File: config.mk
export PLATFORM = sky130hd
export DESIGN_NAME = control_fifo_out_pack_flat
export DESIGN_NICKNAME = d
export VERILOG_FILES = /design/src/rtl/control_fifo_out_pkg.sv /design/src/rtl/control_fifo_out_pack_if.sv /design/src/rtl/control_fifo_out_pack_fifo_skid.sv /design/src/rtl/control_fifo_out_pack.sv /design/src/flat_wrapper.sv
export SDC_FILE = /design/constraint.sdc
export NUM_CORES = 2
export LEC_CHECK = 0
export BUFFER_PORTS_ARGS = -buffer_cell sky130_fd_sc_hd__buf_2
export CORE_ASPECT_RATIO = 1.4
export CORE_UTILIZATION = 36
export CTS_BUF_LIST = sky130_fd_sc_hd__clkbuf_4 sky130_fd_sc_hd__clkbuf_8
export DETAILED_ROUTE_END_ITERATION = 8
export GPL_TIMING_DRIVEN = 0
export PLACE_DENSITY = 0.54
export SLEW_MARGIN = 15
export SYNTH_ARGS = -nofsm -noshare
export SYNTH_HDL_FRONTEND = slang
export SYNTH_SLANG_ARGS = --single-unit
File: constraint.sdc
create_clock -name clk -period 64.2 [get_ports clk]
set_clock_uncertainty 0.2 [all_clocks]
set_input_delay 12.84 -clock clk [delete_from_list [all_inputs] [get_ports clk]]
set_output_delay 12.84 -clock clk [all_outputs]
set_load 0.02 [all_outputs]
File: src/rtl/control_fifo_out_pkg.sv
// Shared definitions for the output packer: controller state encoding and default
// parameter values used by the packer, its bus interface and the skid FIFO.
package control_fifo_out_pkg;

   typedef enum logic [2:0] {
      FILL  = 3'd0,
      STALL = 3'd1,
      FLUSH = 3'd2,
      DRAIN = 3'd3,
      DONE  = 3'd4
   } state_e;

   localparam int DEF_IN_W         = 256;
   localparam int DEF_RATIO        = 2;
   localparam int DEF_NUM_TASKS    = 32;
   localparam int DEF_SKID_DEPTH   = 4;
   localparam int DEF_EMPTY_CYCLES = 3;

endpackage

File: src/rtl/control_fifo_out_pack_if.sv
// Bus between the compute core, the output packer and the wide output FIFO.
// The packer is the slave side; the core/FIFO environment is the master side.
interface control_fifo_out_pack_if
   import control_fifo_out_pkg::*;
#(
   parameter int IN_W  = DEF_IN_W,
   parameter int RATIO = DEF_RATIO
);
   logic                    wr_en;
   logic [IN_W-1:0]         wr_data;
   logic                    wr_ready;
   logic                    fifoout_full;
   logic                    fifoout_empty;
   logic                    wr_fifoout_en;
   logic [IN_W*RATIO-1:0]   wr_fifoout_data;

   modport master (
      output wr_en, wr_data, fifoout_full, fifoout_empty,
      input  wr_ready, wr_fifoout_en, wr_fifoout_data
   );

   modport slave (
      input  wr_en, wr_data, fifoout_full, fifoout_empty,
      output wr_ready, wr_fifoout_en, wr_fifoout_data
   );
endinterface

File: src/rtl/control_fifo_out_pack_fifo_skid.sv
// Small first-word-fall-through FIFO that parks input words while the packer is
// stalled on a full output FIFO. Push when full and pop when empty are ignored.
module fifo_skid
   import control_fifo_out_pkg::*;
#(
   parameter int W     = DEF_IN_W,
   parameter int DEPTH = DEF_SKID_DEPTH
) (
   input  logic         clk,
   input  logic         rst,
   input  logic         push,
   input  logic         pop,
   input  logic [W-1:0] din,
   output logic [W-1:0] dout,
   output logic         full,
   output logic         empty
);
   localparam int AW = $clog2(DEPTH);

   logic [W-1:0]  mem [DEPTH];
   logic [AW-1:0] wptr_q, wptr_d, rptr_q, rptr_d;
   logic [AW:0]   cnt_q, cnt_d;
   logic          do_push, do_pop;

   assign full    = (cnt_q == (AW+1)'(DEPTH));
   assign empty   = (cnt_q == '0);
   assign do_push = push && !full;
   assign do_pop  = pop && !empty;
   assign dout    = mem[rptr_q];

   always_comb begin
      wptr_d = wptr_q + AW'(do_push);
      rptr_d = rptr_q + AW'(do_pop);
      cnt_d  = cnt_q + (AW+1)'(do_push) - (AW+1)'(do_pop);
   end

   always_ff @(posedge clk) begin
      if (rst) begin
         wptr_q <= '0;
         rptr_q <= '0;
         cnt_q  <= '0;
      end else begin
         wptr_q <= wptr_d;
         rptr_q <= rptr_d;
         cnt_q  <= cnt_d;
      end
   end

   always_ff @(posedge clk) begin
      if (do_push) mem[wptr_q] <= din;
   end
endmodule

File: src/rtl/control_fifo_out_pack.sv
// Packs RATIO narrow result words into one output FIFO word, parks input in a skid
// FIFO under back-pressure, flushes a partial word at end of task and signals done.
// CONTROL_FIFO_OUT_PAD_EN: zero the unfilled lanes of a flushed partial word.
module control_fifo_out_pack
   import control_fifo_out_pkg::*;
#(
   parameter int IN_W         = DEF_IN_W,
   parameter int RATIO        = DEF_RATIO,
   parameter int NUM_TASKS    = DEF_NUM_TASKS,
   parameter int SKID_DEPTH   = DEF_SKID_DEPTH,
   parameter int EMPTY_CYCLES = DEF_EMPTY_CYCLES
) (
   input  logic                 clk,
   input  logic                 rst,
   input  logic                 start,
   input  logic [31:0]          num_data_out,
   input  logic [NUM_TASKS-1:0] task_done,
   control_fifo_out_pack_if.slave bus,
   output logic [31:0]          data_count,
   output logic                 done
);
   localparam int OUT_W = IN_W * RATIO;
   localparam int IDX_W = (RATIO > 1) ? $clog2(RATIO) : 1;
   localparam int CNT_W = $clog2(EMPTY_CYCLES + 1);

   state_e               state_q, state_d;
   logic [IDX_W-1:0]     idx_q, idx_d;
   logic [OUT_W-1:0]     pack_q, pack_d;
   logic [OUT_W-1:0]     out_q, out_d;
   logic                 en_q, en_d;
   logic [31:0]          count_q, count_d;
   logic                 done_q, done_d;
   logic [CNT_W-1:0]     drain_q, drain_d;

   logic                 skid_push, skid_pop, skid_full, skid_empty;
   logic [IN_W-1:0]      skid_dout, src_word;
   logic [OUT_W-1:0]     flush_word;
   logic                 end_raw, wr_ready, accept;

   fifo_skid #(.W(IN_W), .DEPTH(SKID_DEPTH)) u_skid (
      .clk   (clk),
      .rst   (rst),
      .push  (skid_push),
      .pop   (skid_pop),
      .din   (bus.wr_data),
      .dout  (skid_dout),
      .full  (skid_full),
      .empty (skid_empty)
   );

   // Input is refused once the end condition holds so no word beyond the task is taken.
   assign end_raw  = (&task_done) || (count_q >= num_data_out);
   assign wr_ready = !rst && start && (state_q == FILL || state_q == STALL)
                     && !skid_full && !end_raw;
   assign accept   = bus.wr_en && wr_ready;
   assign src_word = skid_empty ? bus.wr_data : skid_dout;

   for (genvar gi = 0; gi < RATIO; gi++) begin : g_flush
`ifdef CONTROL_FIFO_OUT_PAD_EN
      assign flush_word[gi*IN_W +: IN_W] =
         (gi < int'(idx_q)) ? pack_q[gi*IN_W +: IN_W] : '0;
`else
      assign flush_word[gi*IN_W +: IN_W] = pack_q[gi*IN_W +: IN_W];
`endif
   end

   always_comb begin
      state_d   = state_q;
      idx_d     = idx_q;
      pack_d    = pack_q;
      out_d     = out_q;
      en_d      = 1'b0;
      count_d   = count_q;
      done_d    = done_q;
      drain_d   = drain_q;
      skid_push = 1'b0;
      skid_pop  = 1'b0;
      if (start) begin
         if (accept) count_d = count_q + 32'd1;
         unique case (state_q)
            FILL: begin
               if (skid_empty && end_raw) begin
                  state_d = FLUSH;
               end else if (!skid_empty || accept) begin
                  // Skid head is older than the live input, so it goes first.
                  skid_pop  = !skid_empty;
                  skid_push = accept && !skid_empty;
                  for (int k = 0; k < RATIO; k++) begin
                     if (idx_q == IDX_W'(k)) pack_d[k*IN_W +: IN_W] = src_word;
                  end
                  if (idx_q == IDX_W'(RATIO-1)) begin
                     if (!bus.fifoout_full) begin
                        out_d = pack_d;
                        en_d  = 1'b1;
                        idx_d = '0;
                     end else begin
                        state_d = STALL;
                     end
                  end else begin
                     idx_d = idx_q + 1'b1;
                  end
               end
            end
            STALL: begin
               skid_push = accept;
               if (!bus.fifoout_full) begin
                  out_d   = pack_q;
                  en_d    = 1'b1;
                  idx_d   = '0;
                  state_d = FILL;
               end
            end
            FLUSH: begin
               if (idx_q == '0) begin
                  state_d = DRAIN;
               end else if (!bus.fifoout_full) begin
                  out_d   = flush_word;
                  en_d    = 1'b1;
                  idx_d   = '0;
                  state_d = DRAIN;
               end
            end
            DRAIN: begin
               if (drain_q == CNT_W'(EMPTY_CYCLES)) begin
                  state_d = DONE;
                  done_d  = 1'b1;
               end else begin
                  drain_d = bus.fifoout_empty ? drain_q + 1'b1 : '0;
               end
            end
            DONE:    done_d  = 1'b1;
            default: state_d = FILL;
         endcase
      end
   end

   always_ff @(posedge clk) begin
      if (rst) begin
         state_q <= FILL;
         idx_q   <= '0;
         pack_q  <= '0;
         out_q   <= '0;
         en_q    <= 1'b0;
         count_q <= '0;
         done_q  <= 1'b0;
         drain_q <= '0;
      end else begin
         state_q <= state_d;
         idx_q   <= idx_d;
         pack_q  <= pack_d;
         out_q   <= out_d;
         en_q    <= en_d;
         count_q <= count_d;
         done_q  <= done_d;
         drain_q <= drain_d;
      end
   end

   assign bus.wr_ready        = wr_ready;
   assign bus.wr_fifoout_en   = en_q;
   assign bus.wr_fifoout_data = out_q;
   assign data_count          = count_q;
   assign done                = done_q;
endmodule

File: src/flat_wrapper.sv
// flat-port wrapper written by rule: the top's interface ports become plain ports
module control_fifo_out_pack_flat import control_fifo_out_pkg::*;
#(
   parameter int IN_W         = DEF_IN_W,
   parameter int RATIO        = DEF_RATIO,
   parameter int NUM_TASKS    = DEF_NUM_TASKS,
   parameter int SKID_DEPTH   = DEF_SKID_DEPTH,
   parameter int EMPTY_CYCLES = DEF_EMPTY_CYCLES
)
  (clk, rst, start, num_data_out, task_done, data_count, done, bus_wr_en, bus_wr_data, bus_fifoout_full, bus_fifoout_empty, bus_wr_ready, bus_wr_fifoout_en, bus_wr_fifoout_data);
  control_fifo_out_pack_if #(.IN_W(IN_W), .RATIO(RATIO)) bus_i ();
  input  logic clk;
  input  logic rst;
  input  logic start;
  input  logic [31:0] num_data_out;
  input  logic [NUM_TASKS-1:0] task_done;
  output logic [31:0] data_count;
  output logic done;
  input wire logic [$bits(bus_i.wr_en)-1:0] bus_wr_en;
  input wire logic [$bits(bus_i.wr_data)-1:0] bus_wr_data;
  input wire logic [$bits(bus_i.fifoout_full)-1:0] bus_fifoout_full;
  input wire logic [$bits(bus_i.fifoout_empty)-1:0] bus_fifoout_empty;
  output wire logic [$bits(bus_i.wr_ready)-1:0] bus_wr_ready;
  output wire logic [$bits(bus_i.wr_fifoout_en)-1:0] bus_wr_fifoout_en;
  output wire logic [$bits(bus_i.wr_fifoout_data)-1:0] bus_wr_fifoout_data;
  assign bus_i.wr_en = bus_wr_en;
  assign bus_i.wr_data = bus_wr_data;
  assign bus_i.fifoout_full = bus_fifoout_full;
  assign bus_i.fifoout_empty = bus_fifoout_empty;
  assign bus_wr_ready = bus_i.wr_ready;
  assign bus_wr_fifoout_en = bus_i.wr_fifoout_en;
  assign bus_wr_fifoout_data = bus_i.wr_fifoout_data;
  control_fifo_out_pack #(.IN_W(IN_W), .RATIO(RATIO), .NUM_TASKS(NUM_TASKS), .SKID_DEPTH(SKID_DEPTH), .EMPTY_CYCLES(EMPTY_CYCLES)) u_core (.clk(clk), .rst(rst), .start(start), .num_data_out(num_data_out), .task_done(task_done), .bus(bus_i), .data_count(data_count), .done(done));
endmodule
==> summary.md <==
In this run the number of H-tree levels came out at 5. In the synthesized netlist the dominant register cell turns out to be dfxtp_1. The logs give 0 for the count of pins over their slew limit and 36.27% for the initial core utilization. The routed wire length was 287.9 mm; the leakage power summed over all cells was 0.03520 uW.

For the final routed database, the setup TNS stands at 0 ps. The synthesized design devotes to its leading area cell type 37.24% of total area. For this run, asynchronously set or reset flops after synthesis account for 0%. The leftover overflow at the end of global routing was 0. The synthesized area divided by synthesized cell count was 12.61 um2. After synthesis, the share of cell area in mux cells is 16.44%. In this run the post-CTS setup repair buffer count came out at 0. Across the run, the number of max-cap violations was 0. The number of clock buffers added by TritonCTS is 334. The worst setup path is of the in2out kind. The slew at the pin closest to its max-slew limit is 1355 ps. The net count reported at finish is 8231. The number of ports placed on the die boundary came out at 873. In the final routed layout, each cell accounts on average for 25.72 um. The area growth from synthesis to layout is 19.90%. The logs give 10560 for the number of instances in the placed design and 1435 uW for the net switching power.

The logs give 102 for the number of antenna violations at the first check in global routing and 24.25% for the aggregate global-route resource usage. IR analysis of the VDD net gives a maximum drop of 0.02269 mV. CTS placed an instance of clkbuf_8 at the clock tree root. The number of rows created at floorplan is 207, and the global placer's final weighted congestion is 0.8859. The flow ran to the end, and the final reports show no timing, DRC or antenna violations. Cell internal power was estimated by the tool at 2576 uW. The logs give 63.21% for the post-synthesis sequential area ratio and 51160 ps for the required time reported for the critical path endpoint. The floorplan step defined a die boundary enclosing 231300 um2. The register clock-pin slew on the reported worst setup and hold paths was 60 ps.

In this run the remaining antenna-violating nets after routing total 0. The share of the clock period used by the worst path works out to 44.64%. Along the worst path, the maximum fanout reaches 9. The number of synthesized register bits is 2095, and the number of gates resized after cts is 0.

Maximum number of pins on one net before global-route repair: 44. After the flow finishes, the layout carries non-filler instances totaling 11193. Yosys mapped the design onto 51 distinct sky130hd cell types. The via count of the first global-routing pass is 57805, and the synthesized-area fraction occupied by adder cells is 0.6001%. Sorting the synthesized cells by area gives the leading types as edfxtp_1 37%, dfxtp_1 26%, mux2i_1 9.3%. The number of standard cells after synthesis was 6549. The standard cell core area came out at 227700 um2. The worst hold slack was 271.2 ps; the endpoint arrival time on the critical path was 15620 ps. The quantity of I/O buffers inserted on ports was 872.

Measured along the x axis, the die boundary spans 406.7 um. For the post-DP HPWL, the log shows 215.9 mm. The number of hold buffers added after CTS was 0.

In the layout the commonest cells are 1071 x dfxtp_1, 1062 x nor2_1, 1024 x edfxtp_1. Number of design-rule violations left by the first detailed-router iteration: 4136. TritonCTS built the clock tree. STA classifies the critical path startpoint as a primary input. In this run the tightest slew margin relative to its limit is 9.698%.

The share of total power dissipated in combinational logic is 31.1%. Setup repair after global routing left no endpoint under its margin. Of the total synthesized cell area, the portion taken by XOR and XNOR cells is 0.09547%. Using the TritonRoute via totals, the vias-per-cell ratio works out to 5.198. After synthesis the cells add up to 82570 um2. The ratio of cells with drive above 1 in the final layout was 24.43%; the fraction of power consumed by sequential logic was 39.5%. Number of remaining DRC errors: 0. In this run the worst hold path is classified as reg2reg.

The first TritonRoute pass finished after 6 iterations. The number of nets handed over by synthesis was 6914. For this block, the via count after detailed routing is 58186. After layout, the minimum clock period comes to 28660 ps. Number of enable flip-flop cells after synthesis: 1024. Clock tree synthesis found a total of 2095 sinks. Maximum number of buffers from clock root to sink: 4.

Of all cell types, the one taking the most synthesized area is edfxtp_1. For the worst-skew pair, the clock arrives at the later sink with an insertion delay of 980 ps. Proportion of total power due to net switching: 35.78%. The dominant combinational cell family by area after synthesis was multiplexers.

Of the total synthesized cell area, the portion taken by AND, OR, NAND and NOR gates is 8.179%. The run gives 0 as the number of failing setup endpoints in the final timing report. The global-route wire length before repair was 407.7 mm; the total power divided by cell area was 40.52 nW/um2. The share of total power in the clock network came out at 29.5%. The worst setup path is captured at an output port. Summing the areas of all compound-gate instances in the mapped netlist gives 8.395% of the synthesized area.

The number of fillers in the final layout came out at 21431. The leading cell type in the layout, fill and taps excluded is dfxtp_1. The die height is 568.6 um, and the number of failing hold endpoints at the final stage is 0. The highest attainable clock frequency was 34.90 MHz; the total of warnings raised by yosys was 0.
-- routing by layer --
layer | up-vias | global-route usage, % | part of all wire, %
met4 | 78 | 8.294 | 3.1
met3 | 507 | 9.047 | 9.7
met1 | 28834 | 28.95 | 39
li1 | 26673 | - | -
met5 | - | 0 | 0.20
met2 | 2094 | 39.85 | 48
-- final timing paths --
path | startpoint | cells past startpoint | end | slack (ps)
max | num_data_out[30] | 10 | bus_wr_ready | 35540
max reg2reg | u_core.data_count[19] | 18 | u_core.u_skid.mem[1][143] | 58620
min | u_core.done | 2 | u_core.done | 270
min reg2reg | u_core.done | 2 | u_core.done | 270
-- logic make-up after synthesis --
logic type      count (synthesis)
buf+inv                       539
compound gates               1111
fa+ha+maj                      39
flops                        2095
xor+xnor                        9
simple gates                 1721
mux                          1035
-- synthesized netlist by cell type (all sizes together), types with 2 or more instances --
cell     count
a2111oi      2
a211oi     514
a21oi       38
a2bb2oi      2
a31o         2
a31oi        3
and2         6
and3         9
and4         2
buf        181
clkbuf     320
dfxtp     1071
edfxtp    1024
ha          38
inv         38
mux2         8
mux2i      771
mux4       256
nand2      541
nand2b      10
nand3       20
nand4       22
nand4b       4
nor2      1063
nor2b       12
nor3         8
nor3b        3
nor4         5
o21a         4
o21ai      533
o31ai        5
or3         10
or4          5
xnor2        5
xor2         4
-- worst max-delay path, stage by stage --
cell	delay, ps
buf_2	180
inv_1	70
ha_1	300
nand4_1	340
nor4_1	730
o21ai_0	300
a31o_2	390
nand3_1	160
nor2_1	100
buf_2	200
-- sequential cells by signal (all words and copies together) (netlist names) --
signal,cells
u_core.u_skid.rptr_q,2
u_core.flush_word,512
u_core.u_skid.cnt_q,3
u_core.drain_q,2
u_core.state_q,3
u_core.idx_q,1
u_core.done,1
u_core.bus.wr_fifoout_data,512
u_core.bus.wr_fifoout_en,1
u_core.u_skid.wptr_q,2
u_core.data_count,32
u_core.u_skid.mem,1024
-- cell type report --
class                      instances  area (um2)  share of cell area (%)
antenna                           35       87.58                 0.08847
buffer                           501        2432                   2.457
clock buffer                     507        6208                   6.271
clock inverter                    91       599.3                  0.6054
inverter                          38       142.6                  0.1441
multi-input combinational       3915       27880                   28.16
sequential                      2095       52190                   52.72
tap                             3030        3791                   3.829
timing repair buffer             981        5670                   5.728
-- metrics by stage --
| step | setup slack, ps | utilization (%) | area, um2 | power, uW |
|---|---|---|---|---|
| 2_1_floorplan | 29720 | - | 82570 | 2397 |
| 3_3_place_gp | 8741 | 39.85 | 90720 | 2864 |
| 3_5_place_dp | 35630 | 40.46 | 92100 | 2871 |
| 4_1_cts | 35610 | 43.45 | 98910 | 4054 |
| 5_1_grt | 35460 | 43.46 | 98950 | 4204 |
| 6_report | 35540 | 43.49 | 99000 | 4011 |
-- power by group through the flow --
stage                     registers [uW]  logic [uW]  clock network (uW)
final                               1580        1250                1180
after CTS                           1580        1270                1210
after detailed placement            1610        1260                   0
after global placement              1620        1240                   0
after floorplan                     1620         776                   0
after global routing                1590        1350                1260
Note: power is estimated with default switching activity, not from simulation.
